**src/rtl/wb_ram512x32_ctrl.sv**
```systemverilog
// wb_ram512x32_ctrl
// Wishbone B4 classic slave in front of a 32-bit byte-writable synchronous
// SRAM macro. Writes complete in one cycle (ack in the 2nd cycle). Reads wait
// out the SRAM's one-cycle read latency, register the data, and ack in the
// 3rd cycle.
//
// Optional build macro: RAMCTRL_CLEAR_EN
//   When defined, every reset is followed by a clear pass that writes zero to
//   all 2**ADR_W words. busy_o stays high and bus requests are held off until
//   the pass completes.
//
// Ports:
//   clk_i, rst_i        clock, asynchronous active-high reset
//   wb_cyc_i, wb_stb_i  bus cycle / strobe
//   wb_we_i, wb_sel_i   write enable, byte lanes
//   wb_adr_i, wb_dat_i  byte address, write data
//   wb_dat_o, wb_ack_o  registered read data, one-cycle acknowledge
//   ram_wen_o, ram_sel_o, ram_adr_o, ram_dat_o  SRAM write/address/data drive
//   ram_dat_i           SRAM read data (valid one cycle after the address edge)
//   busy_o              high whenever a new request cannot be accepted
module wb_ram512x32_ctrl #(
  parameter int ADR_W   = 7,
  parameter int ADR_LSB = 2
) (
  input  logic             clk_i,
  input  logic             rst_i,
  input  logic             wb_cyc_i,
  input  logic             wb_stb_i,
  input  logic             wb_we_i,
  input  logic [3:0]       wb_sel_i,
  input  logic [31:0]      wb_adr_i,
  input  logic [31:0]      wb_dat_i,
  output logic [31:0]      wb_dat_o,
  output logic             wb_ack_o,
  output logic             ram_wen_o,
  output logic [3:0]       ram_sel_o,
  output logic [ADR_W-1:0] ram_adr_o,
  output logic [31:0]      ram_dat_o,
  input  logic [31:0]      ram_dat_i,
  output logic             busy_o
);

  typedef enum logic [1:0] {
    IDLE = 2'd0,
    RD   = 2'd1,
    ACK  = 2'd2
`ifdef RAMCTRL_CLEAR_EN
    ,
    CLR  = 2'd3
`endif
  } state_t;

  state_t           state, state_nxt;
  logic [ADR_W-1:0] adr_q;
  logic             req;
  logic [ADR_W-1:0] bus_adr;

  assign req     = wb_cyc_i & wb_stb_i;
  // Address bits above the word index are dropped, so the space aliases.
  assign bus_adr = wb_adr_i[ADR_LSB+ADR_W-1:ADR_LSB];

  logic unused_adr_bits;
  assign unused_adr_bits = ^{wb_adr_i[31:ADR_LSB+ADR_W], wb_adr_i[ADR_LSB-1:0]};

`ifdef RAMCTRL_CLEAR_EN
  localparam logic [ADR_W-1:0] CNT_LAST = {ADR_W{1'b1}};
  localparam logic [ADR_W-1:0] CNT_ONE  = {{(ADR_W-1){1'b0}}, 1'b1};
  logic [ADR_W-1:0] cnt;
`endif

  always_ff @(posedge clk_i or posedge rst_i) begin
    if (rst_i) begin
`ifdef RAMCTRL_CLEAR_EN
      state <= CLR;
      cnt   <= '0;
`else
      state <= IDLE;
`endif
      adr_q    <= '0;
      wb_dat_o <= '0;
    end else begin
      state <= state_nxt;
      if (state == IDLE && req)
        adr_q <= bus_adr;
      // Read data is captured even when the master aborts in RD.
      if (state == RD)
        wb_dat_o <= ram_dat_i;
`ifdef RAMCTRL_CLEAR_EN
      if (state == CLR)
        cnt <= cnt + CNT_ONE;
`endif
    end
  end

  always_comb begin
    state_nxt = state;
    wb_ack_o  = 1'b0;
    ram_wen_o = 1'b0;
    ram_sel_o = 4'h0;
    ram_adr_o = adr_q;
    ram_dat_o = wb_dat_i;
    case (state)
      IDLE: begin
        // In IDLE the SRAM sees the bus directly so a write lands on the
        // accepting edge and a read address is launched without delay.
        ram_adr_o = bus_adr;
        ram_sel_o = req ? wb_sel_i : 4'h0;
        ram_wen_o = req & wb_we_i;
        if (req)
          state_nxt = wb_we_i ? ACK : RD;
      end
      RD: begin
        state_nxt = wb_cyc_i ? ACK : IDLE;
      end
      ACK: begin
        wb_ack_o  = 1'b1;
        state_nxt = IDLE;
      end
`ifdef RAMCTRL_CLEAR_EN
      CLR: begin
        ram_wen_o = 1'b1;
        ram_sel_o = 4'hF;
        ram_adr_o = cnt;
        ram_dat_o = '0;
        if (cnt == CNT_LAST)
          state_nxt = IDLE;
      end
`endif
      default: state_nxt = IDLE;
    endcase
    // The IDLE pass-through paths are combinational, so hold them at zero
    // while reset is asserted.
    if (rst_i) begin
      wb_ack_o  = 1'b0;
      ram_wen_o = 1'b0;
      ram_sel_o = 4'h0;
      ram_adr_o = '0;
      ram_dat_o = '0;
    end
  end

  assign busy_o = (state != IDLE);

endmodule

```
**config.mk**
```make
export PLATFORM = sky130hd
export DESIGN_NAME = wb_ram512x32_ctrl
export DESIGN_NICKNAME = d
export VERILOG_FILES = /design/src/rtl/wb_ram512x32_ctrl.sv
export SDC_FILE = /design/constraint.sdc
export NUM_CORES = 1
export LEC_CHECK = 0
export CORE_MARGIN = 5
export CORE_UTILIZATION = 50
export CTS_BUF_LIST = sky130_fd_sc_hd__clkbuf_4 sky130_fd_sc_hd__clkbuf_8
export CTS_CLUSTER_DIAMETER = 200
export DETAILED_ROUTE_END_ITERATION = 16
export DONT_BUFFER_PORTS = 1
export HOLD_SLACK_MARGIN = 0.06
export SKIP_LAST_GASP = 1
export SLEW_MARGIN = 20
export SYNTH_ARGS = -nofsm -noshare
export SYNTH_HDL_FRONTEND = slang
export SYNTH_SLANG_ARGS = --single-unit
export TNS_END_PERCENT = 10
```
**constraint.sdc**
```tcl
create_clock -name clk_i -period 2.75 [get_ports clk_i]
set_clock_uncertainty 0.05 [all_clocks]
set_input_delay 0.4125 -clock clk_i [delete_from_list [all_inputs] [get_ports clk_i]]
set_output_delay 0.4125 -clock clk_i [all_outputs]
set_load 0.03 [all_outputs]
```
==> flow_summary.yaml <==
detailed_routing:
  drt_iter0_markers: 47
  detail_route.wl_per_cell_um: 21.3
  num_vias: 1235
  wirelength_um: 4670
  final_antenna_net_count: 0
  drtPass1Iterations: 2
  drcViolationCount: 0
  viasPerCell: 5.64
sta:
  setup_tns_ns: 0
  final.min_clock_period_ns: 2.45
  setup_viol: 0
  period_share_pct: 89.2
  hold_violations: 0
  clock.fmax_mhz: 407
  slew-limit-headroom_pct: 53.1
  worstMarginPinSlew_ns: 0.705
  maxSlewViolCount: 0
  rsz0062_at_grt: "false"
global_routing:
  globalRouteOverflowTotal: 0
  track_usage_pct: 16.2
  antenna_found_initial: 0
  grt_pass1_wl_um: 6560
  grt_pass1_vias: 1303
  grt_max_degree: 43
critical_path:
  r2r_start: "state[1]$_DFFE_PP0P_"
  slowest_delay_ns: 0.58
  cp_slowest_cell: "dfrtp_1"
  reg2regPathDepth: 3
  crit_path_end_kind: "output pin"
  reg2reg_slack_ns: 0.94
  start_kind: "register"
  worstReg2RegEnd: "wb_dat_o[2]$_DFFE_PP0N_"
  critPathKind: "register to output pin"
  worstSetupStartpoint: "state[0]$_DFFE_PP0P_"
  cp.arrival_ns: 1.99
  required_ns: 2.29
  crit_fanout: 20
  path_cells: "or3b_2 -> a21oi_1"
clocking:
  cts_hold_repair.buffers: 0
  h-tree-depth: 2
  cts_setup_buffers: 0
  clk_pin_slew_ns: 0.08
  clockBufferDepth: 2
  cts_buffers: 5
  cts_sinks: 41
  cts_resized: 0
  cts_tree: "yes"
  worstSkewPairLatency_ns: 0.29
  cts_root_buf: "clkbuf_8"
synthesis:
  syn_avg_cell_area_sq_um: 12.2
  ys_seq_elements: 41
  yosys_warnings: 0
  syn_inst: 165
  syn_nets: 270
  ys_types: 20
  yosysSeqAreaShare_pct: 50.8
  netlist_area_sq_um: 2020
layout:
  nNetsFinal: 273
  syn2layout_area_growth_pct: 9.60
  antennaDiodeCount: 0
  num-fill-cells: 326
  drive_gt1_share_pct: 37.9
  stdcell_count: 219
placement:
  place_congestion: 0.696
  portBuffers: 0
  placed_cells: 211
  hpwl_um: 3750
worst_hold_path:
  holdCritPathClass: "input port to asynchronous set/reset pin"
pwr:
  power.total_uw: 1970
  p_leak_uw: 0.000955
  power_density_nw_per_um2: 889
  vdd_drop_max_uv: 239
run_status:
  status: "finished clean"
die:
  num_rows: 23
  fp.dieW_um: 73.6
  core-area_sq_um: 3970
  fp.dieH_um: 73.6
  ioPinCount: 183
  dieArea_sq_um: 5410
  initial_core_util_pct: 50.9
run:
  maxCapViolations: 0
[per-layer routing]
| layer | track usage (%) | wire, um | up-vias |
|---|---|---|---|
| met5 | 0 | 0 | - |
| met4 | 6.64 | 92 | 0 |
| met3 | 6.43 | 551 | 8 |
| met2 | 28.8 | 2500 | 94 |
| met1 | 16.9 | 1520 | 577 |
| li1 | - | - | 556 |
[cell families after synthesis]
group / count (synthesis) / share of synthesized area [%]
multiplexers: 39 / 23.0
buffers and inverters: 18 / 4.40
AND/OR/NAND/NOR: 52 / 18.0
flip-flops: 41 / 50.8
AO/OA/AOI/OAI: 15 / 3.72
[critical path, delay by kind of cell, from the launching register on]
| kind | cells | cell delay, ns |
|---|---|---|
| flops | 1 | 0.58 |
| compound gates | 1 | 0.57 |
| simple gates | 1 | 0.55 |
[Yosys cell counts]
library cell | count | area, sq um
a21oi_1 | 8 | 40.0
and3_1 | 1 | 6.26
buf_2 | 4 | 20.0
buf_6 | 2 | 22.5
clkbuf_1 | 6 | 22.5
clkbuf_2 | 1 | 5.00
dfrtp_1 | 41 | 1030
inv_1 | 5 | 18.8
mux2_1 | 2 | 22.5
mux2_2 | 30 | 338
mux2_4 | 7 | 105
nand2b_1 | 2 | 12.5
nor2b_1 | 33 | 206
nor3_1 | 4 | 20.0
nor3b_1 | 2 | 15.0
nor4bb_4 | 1 | 25.0
o21ai_0 | 7 | 35.0
or2_2 | 1 | 6.26
or3b_2 | 7 | 61.3
or3b_4 | 1 | 11.3
[per-stage QoR]
stage,worst slack [ns],hold WS (ns),util [%],instance area [sq um]
after floorplan,0.528,0.425,-,2020
after global placement,0.644,0.416,52.4,2080
after detailed placement,0.608,0.429,52.4,2080
after CTS,0.284,0.108,55.7,2210
after global routing,0.216,0.107,55.7,2210
final,0.296,0.0958,55.7,2210
[power breakdown]
| group | internal, uW | switching, uW |
|---|---|---|
| clock | 360 | 199 |
| sequential | 744 | 352 |
| combinational | 157 | 157 |
[final cells by class]
cell class	count	area [sq um]	area share (%)
Clock inverter	3	65.1	2.94
Tap cell	50	62.6	2.83
Multi-Input combinational cell	106	905	40.9
Clock buffer	5	68.8	3.11
Sequential cell	41	1030	46.4
Inverter	5	18.8	0.848
Timing Repair Buffer	9	67.6	3.05
[worst max path at each step]
stage                              end  slack [ns]  cells past startpoint
after global routing      ram_adr_o[3]        0.22                      2
after global placement    ram_adr_o[4]        0.64                      2
final                     ram_adr_o[3]        0.30                      2
after detailed placement  ram_adr_o[3]        0.61                      2
after CTS                 ram_adr_o[3]        0.28                      2
after floorplan              ram_wen_o        0.53                      2
[registers in the layout, summed over array words and instances, names as in the netlist]
register,flops
wb_dat_o,32
adr_q,7
state,2
[placed cells by master (no fill, tap or decap), drive strengths merged]
cell type / instances
dfrtp: 41
mux2: 39
nor2b: 33
buf: 9
a21oi: 8
or3b: 8
o21ai: 7
inv: 5
clkbuf: 5
nor3: 4
nand2b: 2
nor3b: 2
bufinv: 2
nor4bb: 1
or2: 1
and3: 1
clkinv: 1
(Power assumes the default switching activity.)
